==> src/rtl/mips_pipe_pkg.sv <==
// Shared pipeline definitions: control-bundle bit positions, default widths
// and the MEM->WB stage state encoding.
package mips_pipe_pkg;

   localparam int CTRL_MEMTOREG = 0;
   localparam int CTRL_REGWRITE = 1;

   localparam int DEF_DATA_W = 32;
   localparam int DEF_REG_AW = 5;
   localparam int DEF_CTRL_W = 2;

   typedef enum logic [1:0] {
      ST_EMPTY,
      ST_ONE,
      ST_TWO
   } stage_state_e;

   // Number of held entries implied by a stage state.
   function automatic logic [1:0] state_occupancy(input stage_state_e s);
      case (s)
         ST_ONE:  return 2'd1;
         ST_TWO:  return 2'd2;
         default: return 2'd0;
      endcase
   endfunction

endpackage

==> src/rtl/mem_wb_stage_hs_if.sv <==
// Handshake bus of the MEM->WB stage: upstream valid/ready with payload,
// downstream valid/ready with the selected write-back result.
interface mem_wb_stage_hs_if
   import mips_pipe_pkg::*;
#(
   parameter int DATA_W = DEF_DATA_W,
   parameter int REG_AW = DEF_REG_AW,
   parameter int CTRL_W = DEF_CTRL_W
) ();

   logic              in_valid;
   logic              in_ready;
   logic [CTRL_W-1:0] in_ctrl;
   logic [DATA_W-1:0] in_rdata;
   logic [DATA_W-1:0] in_alu;
   logic [REG_AW-1:0] in_wreg;

   logic              out_valid;
   logic              out_ready;
   logic [CTRL_W-1:0] out_ctrl;
   logic [REG_AW-1:0] out_wreg;
   logic [DATA_W-1:0] out_wb_data;
   logic              out_regwe;

   modport slave (
      input  in_valid, in_ctrl, in_rdata, in_alu, in_wreg, out_ready,
      output in_ready, out_valid, out_ctrl, out_wreg, out_wb_data, out_regwe
   );

   modport master (
      output in_valid, in_ctrl, in_rdata, in_alu, in_wreg, out_ready,
      input  in_ready, out_valid, out_ctrl, out_wreg, out_wb_data, out_regwe
   );

endinterface

==> src/rtl/pipe_payload_reg.sv <==
// One MEM->WB payload slot (control, read data, ALU result, destination)
// with load enable and asynchronous clear.
module pipe_payload_reg
   import mips_pipe_pkg::*;
#(
   parameter int DATA_W = DEF_DATA_W,
   parameter int REG_AW = DEF_REG_AW,
   parameter int CTRL_W = DEF_CTRL_W
) (
   input  logic              clk,
   input  logic              rst_n,
   input  logic              i_load,
   input  logic [CTRL_W-1:0] i_ctrl,
   input  logic [DATA_W-1:0] i_rdata,
   input  logic [DATA_W-1:0] i_alu,
   input  logic [REG_AW-1:0] i_wreg,
   output logic [CTRL_W-1:0] o_ctrl,
   output logic [DATA_W-1:0] o_rdata,
   output logic [DATA_W-1:0] o_alu,
   output logic [REG_AW-1:0] o_wreg
);

   logic [CTRL_W-1:0] r_ctrl;
   logic [DATA_W-1:0] r_rdata;
   logic [DATA_W-1:0] r_alu;
   logic [REG_AW-1:0] r_wreg;

   always_ff @(posedge clk or negedge rst_n) begin
      if (!rst_n) begin
         r_ctrl  <= '0;
         r_rdata <= '0;
         r_alu   <= '0;
         r_wreg  <= '0;
      end else if (i_load) begin
         r_ctrl  <= i_ctrl;
         r_rdata <= i_rdata;
         r_alu   <= i_alu;
         r_wreg  <= i_wreg;
      end
   end

   assign o_ctrl  = r_ctrl;
   assign o_rdata = r_rdata;
   assign o_alu   = r_alu;
   assign o_wreg  = r_wreg;

endmodule

==> src/rtl/mem_wb_stage_hs.sv <==
// MEM->WB pipeline stage with valid/ready handshake, optional 2-entry skid
// buffer, synchronous flush and the MemtoReg write-back mux.
module mem_wb_stage_hs
   import mips_pipe_pkg::*;
#(
   parameter int DATA_W = DEF_DATA_W,
   parameter int REG_AW = DEF_REG_AW,
   parameter int CTRL_W = DEF_CTRL_W,
   parameter int SKID   = 1
) (
   input  logic               clk,
   input  logic               rst_n,
   input  logic               flush,
   mem_wb_stage_hs_if.slave   bus,
   output logic [1:0]         occupancy
);

   stage_state_e r_state;
   stage_state_e w_state_next;

   logic w_push;
   logic w_pop;
   logic w_out_valid;
   logic w_main_load;
   logic w_skid_load;
   logic w_main_from_skid;

   logic [CTRL_W-1:0] w_main_ctrl,  w_skid_ctrl,  w_src_ctrl;
   logic [DATA_W-1:0] w_main_rdata, w_skid_rdata, w_src_rdata;
   logic [DATA_W-1:0] w_main_alu,   w_skid_alu,   w_src_alu;
   logic [REG_AW-1:0] w_main_wreg,  w_skid_wreg,  w_src_wreg;

   assign w_out_valid = (r_state != ST_EMPTY);
   assign w_push      = bus.in_valid & bus.in_ready;
   assign w_pop       = w_out_valid & bus.out_ready;

   always_ff @(posedge clk or negedge rst_n) begin
      if (!rst_n) begin
         r_state <= ST_EMPTY;
      end else begin
         r_state <= w_state_next;
      end
   end

   // Without the skid slot a push in ONE always coincides with a pop,
   // because ready is only offered when the head is leaving.
   always_comb begin
      w_state_next     = r_state;
      w_main_load      = 1'b0;
      w_skid_load      = 1'b0;
      w_main_from_skid = 1'b0;
      case (r_state)
         ST_EMPTY: begin
            if (w_push) begin
               w_state_next = ST_ONE;
               w_main_load  = 1'b1;
            end
         end
         ST_ONE: begin
            if (w_push && w_pop) begin
               w_main_load  = 1'b1;
            end else if (w_push) begin
               w_state_next = ST_TWO;
               w_skid_load  = 1'b1;
            end else if (w_pop) begin
               w_state_next = ST_EMPTY;
            end
         end
         ST_TWO: begin
            if (w_pop) begin
               w_state_next     = ST_ONE;
               w_main_load      = 1'b1;
               w_main_from_skid = 1'b1;
            end
         end
         default: begin
            w_state_next = ST_EMPTY;
         end
      endcase
      // Flush drops every entry, including one being pushed; payloads keep old values.
      if (flush) begin
         w_state_next = ST_EMPTY;
         w_main_load  = 1'b0;
         w_skid_load  = 1'b0;
      end
   end

   assign w_src_ctrl  = w_main_from_skid ? w_skid_ctrl  : bus.in_ctrl;
   assign w_src_rdata = w_main_from_skid ? w_skid_rdata : bus.in_rdata;
   assign w_src_alu   = w_main_from_skid ? w_skid_alu   : bus.in_alu;
   assign w_src_wreg  = w_main_from_skid ? w_skid_wreg  : bus.in_wreg;

   pipe_payload_reg #(
      .DATA_W (DATA_W),
      .REG_AW (REG_AW),
      .CTRL_W (CTRL_W)
   ) u_main (
      .clk     (clk),
      .rst_n   (rst_n),
      .i_load  (w_main_load),
      .i_ctrl  (w_src_ctrl),
      .i_rdata (w_src_rdata),
      .i_alu   (w_src_alu),
      .i_wreg  (w_src_wreg),
      .o_ctrl  (w_main_ctrl),
      .o_rdata (w_main_rdata),
      .o_alu   (w_main_alu),
      .o_wreg  (w_main_wreg)
   );

   generate
      if (SKID != 0) begin : g_skid
         logic r_in_ready;

         pipe_payload_reg #(
            .DATA_W (DATA_W),
            .REG_AW (REG_AW),
            .CTRL_W (CTRL_W)
         ) u_skid (
            .clk     (clk),
            .rst_n   (rst_n),
            .i_load  (w_skid_load),
            .i_ctrl  (bus.in_ctrl),
            .i_rdata (bus.in_rdata),
            .i_alu   (bus.in_alu),
            .i_wreg  (bus.in_wreg),
            .o_ctrl  (w_skid_ctrl),
            .o_rdata (w_skid_rdata),
            .o_alu   (w_skid_alu),
            .o_wreg  (w_skid_wreg)
         );

         // Ready is a flop so the upstream never sees a path from out_ready.
         always_ff @(posedge clk or negedge rst_n) begin
            if (!rst_n) begin
               r_in_ready <= 1'b0;
            end else begin
               r_in_ready <= (w_state_next != ST_TWO);
            end
         end

         assign bus.in_ready = r_in_ready;
      end else begin : g_noskid
         logic r_rst_done;

         always_ff @(posedge clk or negedge rst_n) begin
            if (!rst_n) begin
               r_rst_done <= 1'b0;
            end else begin
               r_rst_done <= 1'b1;
            end
         end

         assign bus.in_ready = r_rst_done & (!w_out_valid | bus.out_ready);
         assign w_skid_ctrl  = '0;
         assign w_skid_rdata = '0;
         assign w_skid_alu   = '0;
         assign w_skid_wreg  = '0;
      end
   endgenerate

   assign bus.out_valid   = w_out_valid;
   assign bus.out_ctrl    = w_main_ctrl;
   assign bus.out_wreg    = w_main_wreg;
   assign bus.out_wb_data = w_main_ctrl[CTRL_MEMTOREG] ? w_main_rdata : w_main_alu;
   // $zero is hard-wired, so a write to register 0 is suppressed here.
   assign bus.out_regwe   = w_out_valid & w_main_ctrl[CTRL_REGWRITE] & (w_main_wreg != '0);
   assign occupancy       = state_occupancy(r_state);

endmodule

==> src/flat_wrapper.sv <==
// flat-port wrapper written by rule: the top's interface ports become plain ports
module mem_wb_stage_hs_flat import mips_pipe_pkg::*;
#(
   parameter int DATA_W = DEF_DATA_W,
   parameter int REG_AW = DEF_REG_AW,
   parameter int CTRL_W = DEF_CTRL_W,
   parameter int SKID   = 1
)
  (clk, rst_n, flush, occupancy, bus_in_valid, bus_in_ctrl, bus_in_rdata, bus_in_alu, bus_in_wreg, bus_out_ready, bus_in_ready, bus_out_valid, bus_out_ctrl, bus_out_wreg, bus_out_wb_data, bus_out_regwe);
  mem_wb_stage_hs_if #(.DATA_W(DATA_W), .REG_AW(REG_AW), .CTRL_W(CTRL_W)) bus_i ();
  input  logic clk;
  input  logic rst_n;
  input  logic flush;
  output logic [1:0] occupancy;
  input wire logic [$bits(bus_i.in_valid)-1:0] bus_in_valid;
  input wire logic [$bits(bus_i.in_ctrl)-1:0] bus_in_ctrl;
  input wire logic [$bits(bus_i.in_rdata)-1:0] bus_in_rdata;
  input wire logic [$bits(bus_i.in_alu)-1:0] bus_in_alu;
  input wire logic [$bits(bus_i.in_wreg)-1:0] bus_in_wreg;
  input wire logic [$bits(bus_i.out_ready)-1:0] bus_out_ready;
  output wire logic [$bits(bus_i.in_ready)-1:0] bus_in_ready;
  output wire logic [$bits(bus_i.out_valid)-1:0] bus_out_valid;
  output wire logic [$bits(bus_i.out_ctrl)-1:0] bus_out_ctrl;
  output wire logic [$bits(bus_i.out_wreg)-1:0] bus_out_wreg;
  output wire logic [$bits(bus_i.out_wb_data)-1:0] bus_out_wb_data;
  output wire logic [$bits(bus_i.out_regwe)-1:0] bus_out_regwe;
  assign bus_i.in_valid = bus_in_valid;
  assign bus_i.in_ctrl = bus_in_ctrl;
  assign bus_i.in_rdata = bus_in_rdata;
  assign bus_i.in_alu = bus_in_alu;
  assign bus_i.in_wreg = bus_in_wreg;
  assign bus_i.out_ready = bus_out_ready;
  assign bus_in_ready = bus_i.in_ready;
  assign bus_out_valid = bus_i.out_valid;
  assign bus_out_ctrl = bus_i.out_ctrl;
  assign bus_out_wreg = bus_i.out_wreg;
  assign bus_out_wb_data = bus_i.out_wb_data;
  assign bus_out_regwe = bus_i.out_regwe;
  mem_wb_stage_hs #(.DATA_W(DATA_W), .REG_AW(REG_AW), .CTRL_W(CTRL_W), .SKID(SKID)) u_core (.clk(clk), .rst_n(rst_n), .flush(flush), .bus(bus_i), .occupancy(occupancy));
endmodule
==> config.mk <==
export PLATFORM = sky130hd
export DESIGN_NAME = mem_wb_stage_hs_flat
export DESIGN_NICKNAME = d
export VERILOG_FILES = /design/src/rtl/mips_pipe_pkg.sv /design/src/rtl/mem_wb_stage_hs_if.sv /design/src/rtl/pipe_payload_reg.sv /design/src/rtl/mem_wb_stage_hs.sv /design/src/flat_wrapper.sv
export SDC_FILE = /design/constraint.sdc
export NUM_CORES = 1
export LEC_CHECK = 0
export BUFFER_PORTS_ARGS = -buffer_cell sky130_fd_sc_hd__buf_2
export CELL_PAD_IN_SITES_DETAIL_PLACEMENT = 2
export CELL_PAD_IN_SITES_GLOBAL_PLACEMENT = 2
export CORE_MARGIN = 2
export CORE_UTILIZATION = 30
export CTS_BUF_LIST = sky130_fd_sc_hd__clkbuf_8
export DETAILED_ROUTE_END_ITERATION = 8
export HOLD_SLACK_MARGIN = 0.06
export PLACE_DENSITY = 0.61
export SLEW_MARGIN = 20
export SYNTH_ARGS = -nofsm -noshare
export SYNTH_HDL_FRONTEND = slang
export SYNTH_HIERARCHICAL = 1
export SYNTH_SLANG_ARGS = --single-unit
==> constraint.sdc <==
create_clock -name clk -period 2.4 [get_ports clk]
set_input_delay 0.48 -clock clk [delete_from_list [all_inputs] [get_ports clk]]
set_output_delay 0.48 -clock clk [all_outputs]
set_load 0.005 [all_outputs]
* Word level (Yosys, flattened, before mapping) *
Index checks and enable logic that the tools add are counted.

storage, ports and cells
  register bits = 145
  word-level logic and storage cells = 43

operators by class
  eq/ne operators = 3
  mux-type cells = 22
  bitwise operators = 4
  reductions and logical operators = 4

operators with widths
  kind                  count
  $mux W32              3
  $mux W2               7
  $mux W1               8
  $pmux W2 S3           1
  $mux W5               1
  $reduce_bool A5 Y1    1
  $and A1 B1 Y1         4
  $pmux W2 S2           1
  $pmux W1 S3           1
  $eq A2 B1 Y1 const B  1
  $eq A2 B2 Y1 const B  1
  $logic_not A2 Y1      1
  $ne A2 B2 Y1 const B  1
  $reduce_bool A2 Y1    1
  $logic_and A1 B1 Y1   1

* Longest topological paths before layout *
  depth in word-level cells = 8
  mapped depth = 7
  mapped depth without buffers = 4

* Modules after synthesis *
Netlist, hierarchy kept.

by module, submodules not included
  module            instances  cells each  area an instance (µm²)
  pipe_payload_reg  2          150         2990.4
  mem_wb_stage_hs   1          134         1451.4

* Worst setup path after synthesis *
Ideal clock, no wire load.

  kind = in2reg
  from = input port bus_in_valid
  to = register u_core.u_main.r_alu[0], in the netlist u_core/u_main/o_alu[0]
  library setup time = 0.125 ns
  arrival time = 1.706 ns
  data required time = 2.275 ns
  path slack = 0.569 ns
  stages on the path = 6
  buffers on the path = 2
  cell sequence = nand2_1 > or3_1 > a21oi_1 > buf_6 > buf_12 > mux2_4

on the way
  cells in the longest elaborated chain, start to end = 5

ends and longest elaborated chain
  item                          RTL line                text
  start, declared               flat_wrapper.sv:15      input wire logic [$bits(bus_i.in_valid)-1:0] bus_in_valid;
  $and A1 B1 Y1 (*)             mem_wb_stage_hs.sv:34   assign w_push = bus.in_valid & bus.in_ready;
  $logic_and A1 B1 Y1           mem_wb_stage_hs.sv:60   if (w_push && w_pop) begin
  $mux W1                       mem_wb_stage_hs.sv:60
  $pmux W1 S3 (*)               mem_wb_stage_hs.sv:52   case (r_state)
  $mux W1 (*)                   mem_wb_stage_hs.sv:81   if (flush) begin
  named net u_core.w_main_load  mem_wb_stage_hs.sv:24   logic w_main_load;
  end signal, assigned          pipe_payload_reg.sv:37  r_alu <= i_alu;
  end, declared                 pipe_payload_reg.sv:25  logic [DATA_W-1:0] r_alu;

Mark *: on every way through the listed nets, which the timed path passes. The rest lies on a longest branch.
A chain may end at the register's enable or synchronous reset.

* Worst setup path in the final report *
  from = register u_core.u_main.r_ctrl[0], in the netlist u_core/u_main/o_ctrl[0]
  to = output port bus_out_wb_data[7]

on the way
  cells in the longest elaborated chain, start to end = 1

ends and longest elaborated chain
  item                    RTL line                text
  start, declared         pipe_payload_reg.sv:23  logic [CTRL_W-1:0] r_ctrl;
  start signal, assigned  pipe_payload_reg.sv:35  r_ctrl <= i_ctrl;
  $mux W32                mem_wb_stage_hs.sv:165  assign bus.out_wb_data = w_main_ctrl[CTRL_MEMTOREG] ? w_main_rdata : w_main_alu;
  end, declared           flat_wrapper.sv:25      output wire logic [$bits(bus_i.out_wb_data)-1:0] bus_out_wb_data;

No other way between the ends.

==> flow_metrics.py <==
metrics = {
    "status": {
        "status": "finished clean",
    },
    "min_path": {
        "hp-class": "input port to flip-flop",
    },
    "yosys": {
        "synth.top_cells.by_count": "145 x dfrtp_1, 140 x mux2_4, 97 x mux2_2",
        "async_flop_share_pct": 100,
        "synth_nets": 510,
        "syn_avg_cell_area_um2": 17.1,
        "synth_cell_types": 23,
        "yosysMostFrequentCell": "dfrtp_1",
        "netlist.top_cell.by_area": "dfrtp_1",
        "ys_warn_count": 6,
        "syn_inst": 434,
        "ys.flop_type": "dfrtp_1",
        "seq_area_frac_synth_pct": 48.8,
        "syn_area_mm2": 0.00743,
        "ys_ff_latch": 145,
        "yosys-top-cells-area": "dfrtp_1 49%, mux2_4 28%, mux2_2 15%",
        "yosysTopAreaCellShare_pct": 48.8,
        "synth_edf_count": 0,
    },
    "detailed_routing": {
        "drc": 0,
        "vias_per_cell": 4.49,
        "wl_per_cell_um": 18.6,
        "first_pass_iters": 3,
        "drt_iter0_drc": 112,
        "num_vias": 4031,
        "antenna_left": 0,
        "wl_um": 16700,
    },
    "setup_path": {
        "path_max_fanout": 18,
        "worstSetupStartpointType": "flip-flop",
        "crit_required_ns": 1.92,
        "crit_arrival_ns": 1.79,
        "end_kind": "output port",
        "criticalPathCategory": "flip-flop to output port",
    },
    "place": {
        "io_buffers": 119,
        "gp_congestion": 0.749,
        "dp_hpwl_um": 11200,
        "placed_area_mm2": 0.00830,
    },
    "sta": {
        "worst_pin_slew_ns": 0.470,
        "clock_skew_ns": 0.0194,
        "fmax_ghz": 0.441,
        "slew_violations": 0,
        "fin_crit_ns": 2.27,
        "whs_ns": 0.278,
        "setup_violations": 0,
        "slew_headroom_pct": 68.7,
        "grt_setup_unrepaired": "false",
        "timing.final.crit_share_pct": 94.5,
        "finalHoldViolCount": 0,
        "fin_setup_tns_ns": 0,
    },
    "global_route": {
        "grtUsageTotal_pct": 13.6,
        "grt_max_degree": 57,
        "antenna_found_initial": 0,
        "grt_first_pass_wirelength_um": 27600,
        "grt_pass1_vias": 4912,
        "overflow": 0,
    },
    "clock_network": {
        "cts_tree": "done",
        "cts_made_buffers": 17,
        "cts_root_buffer": "clkbuf_8",
        "clk_pin_slew_ns": 0.09,
        "cts_max_level": 4,
        "clk_latency_ns": 0.44,
        "clock_path_buffers": 2,
        "cts_sinks": 145,
    },
    "finish": {
        "nFillCells": 2475,
        "final_area_mm2": 0.00873,
        "syn_to_final_growth_pct": 17.4,
        "drive_gt1_share_pct": 71.1,
        "finalCoreUtilization_pct": 35.9,
        "num_antenna_cells": 0,
        "fin_nets": 637,
    },
    "floorplanning": {
        "start_util_pct": 30.6,
        "die_y_um": 161,
        "num_io_pins": 120,
        "die_x_um": 161,
        "rows": 57,
        "coreArea_mm2": 0.0243,
        "dieArea_mm2": 0.0260,
    },
    "pwr": {
        "max-vdd-ir-drop_uv": 294,
        "powerDensity_mw_per_mm2": 848,
        "p_leak_nw": 4.04,
    },
    "run": {
        "cap_viol_max_count": 0,
    },
}
cells in the final DEF, fill, tap and decap left out, drive strengths merged:
master | synthesis | layout
clkinvlp | 0 | 2
dfrtp | 145 | 145
o2bb2ai | 1 | 1
or2 | 1 | 1
clkbuf | 1 | 19
nor4b | 1 | 1
inv | 0 | 3
a31oi | 1 | 1
and2b | 1 | 1
dlygate4sd3 | 0 | 1
clkinv | 0 | 5
nor3 | 1 | 1
xnor2 | 1 | 1
o211a | 1 | 1
nand2 | 2 | 2
nor2 | 1 | 1
nor2b | 2 | 2
mux2 | 245 | 245
bufinv | 0 | 3
buf | 26 | 134
a21oi | 1 | 1
or3 | 2 | 2
or4 | 1 | 1
cells by family (layout without fill, tap and decap cells):
family	count (synthesis)	count (layout)	share of synthesized area, %
flops	145	145	48.8
buf+inv	27	167	5.39
mux	245	245	44.2
xor+xnor	1	1	0.118
compound gates	4	4	0.404
simple gates	12	12	1.08
sequential cells by signal, summed over array words and instances, names as in the netlist:
signal,count
u_core/g_skid.u_skid/o_ctrl,2
u_core/u_main/o_ctrl,2
u_core/g_skid.u_skid/o_wreg,5
u_core/u_main/o_rdata,32
u_core/g_skid.u_skid/o_alu,32
u_core/u_main/o_alu,32
u_core/u_main/o_wreg,5
u_core/r_state,2
u_core/g_skid.u_skid/o_rdata,32
u_core/bus.in_ready,1
worst paths after layout:
| kind | from | slack, ns | end | cells past startpoint |
|---|---|---|---|---|
| hold reg to reg | u_core/g_skid.u_skid/o_alu[7]$_DFFE_PN0P_ | 0.51 | u_core/g_skid.u_skid/o_alu[7]$_DFFE_PN0P_ | 1 |
| max in group asynchronous | rst_n | 1.07 | u_core/g_skid.u_skid/o_alu[9]$_DFFE_PN0P_ | 3 |
| setup reg to reg | u_core/r_state[0]$_DFF_PN0_ | 0.39 | u_core/u_main/o_alu[19]$_DFFE_PN0P_ | 6 |
| setup / recovery | u_core/u_main/o_ctrl[0]$_DFFE_PN0P_ | 0.13 | bus_out_wb_data[7] | 3 |
| hold / removal | bus_in_alu[24] | 0.28 | u_core/g_skid.u_skid/o_alu[24]$_DFFE_PN0P_ | 2 |
| min in group asynchronous | rst_n | 0.56 | u_core/u_main/o_rdata[6]$_DFFE_PN0P_ | 2 |
critical path, cell delays in order (launching register included):
cell	delay (ns)
dfrtp_4	0.62
buf_12	0.22
mux2_2	0.37
buf_2	0.13
routing by layer:
layer	vias to the layer above	GRT usage, %	part of all wire [%]
met1	2131	18.1	46
met4	0	3.41	0.79
met5	-	0	0
li1	1815	-	-
met3	7	3.21	3.7
met2	78	22.4	49
power by group:
| group | leakage (nW) | switching (mW) | internal, mW |
|---|---|---|---|
| Clock | 0.214 | 0.978 | 1.08 |
| Sequential | 1.74 | 0.397 | 3.08 |
| Combinational | 2.08 | 0.582 | 1.28 |
| Total | 4.04 | 1.96 | 5.45 |
what timing repair did:
item                                    CTS  global route
hold buffers                              1             0
resized for setup                         1             0
endpoints found under the setup margin   18             0
buffers inserted                          0             0
endpoints found under the hold margin    42             0
area by class of cell:
class / instances / area [µm²] / area share (%)
flip-flops and latches: 145 / 3630 / 41.6
multi-input cells: 262 / 3420 / 39.2
repair buffers: 135 / 850 / 9.73
well taps: 324 / 405 / 4.64
clock buffers: 19 / 262 / 3.00
clock inverters: 13 / 159 / 1.82
stage by stage:
| stage | instances | power [mW] | worst slack, ns |
|---|---|---|---|
| finish | 898 | 7.40 | 0.133 |
| global route | 898 | 7.87 | 0.0160 |
| CTS | 898 | 7.56 | 0.0486 |
| detailed placement | 865 | 5.40 | 0.206 |
| global placement | 865 | 5.31 | 0.242 |
| floorplan | 434 | 4.74 | 0.569 |
No activity file was read; power rests on OpenSTA's default activity.
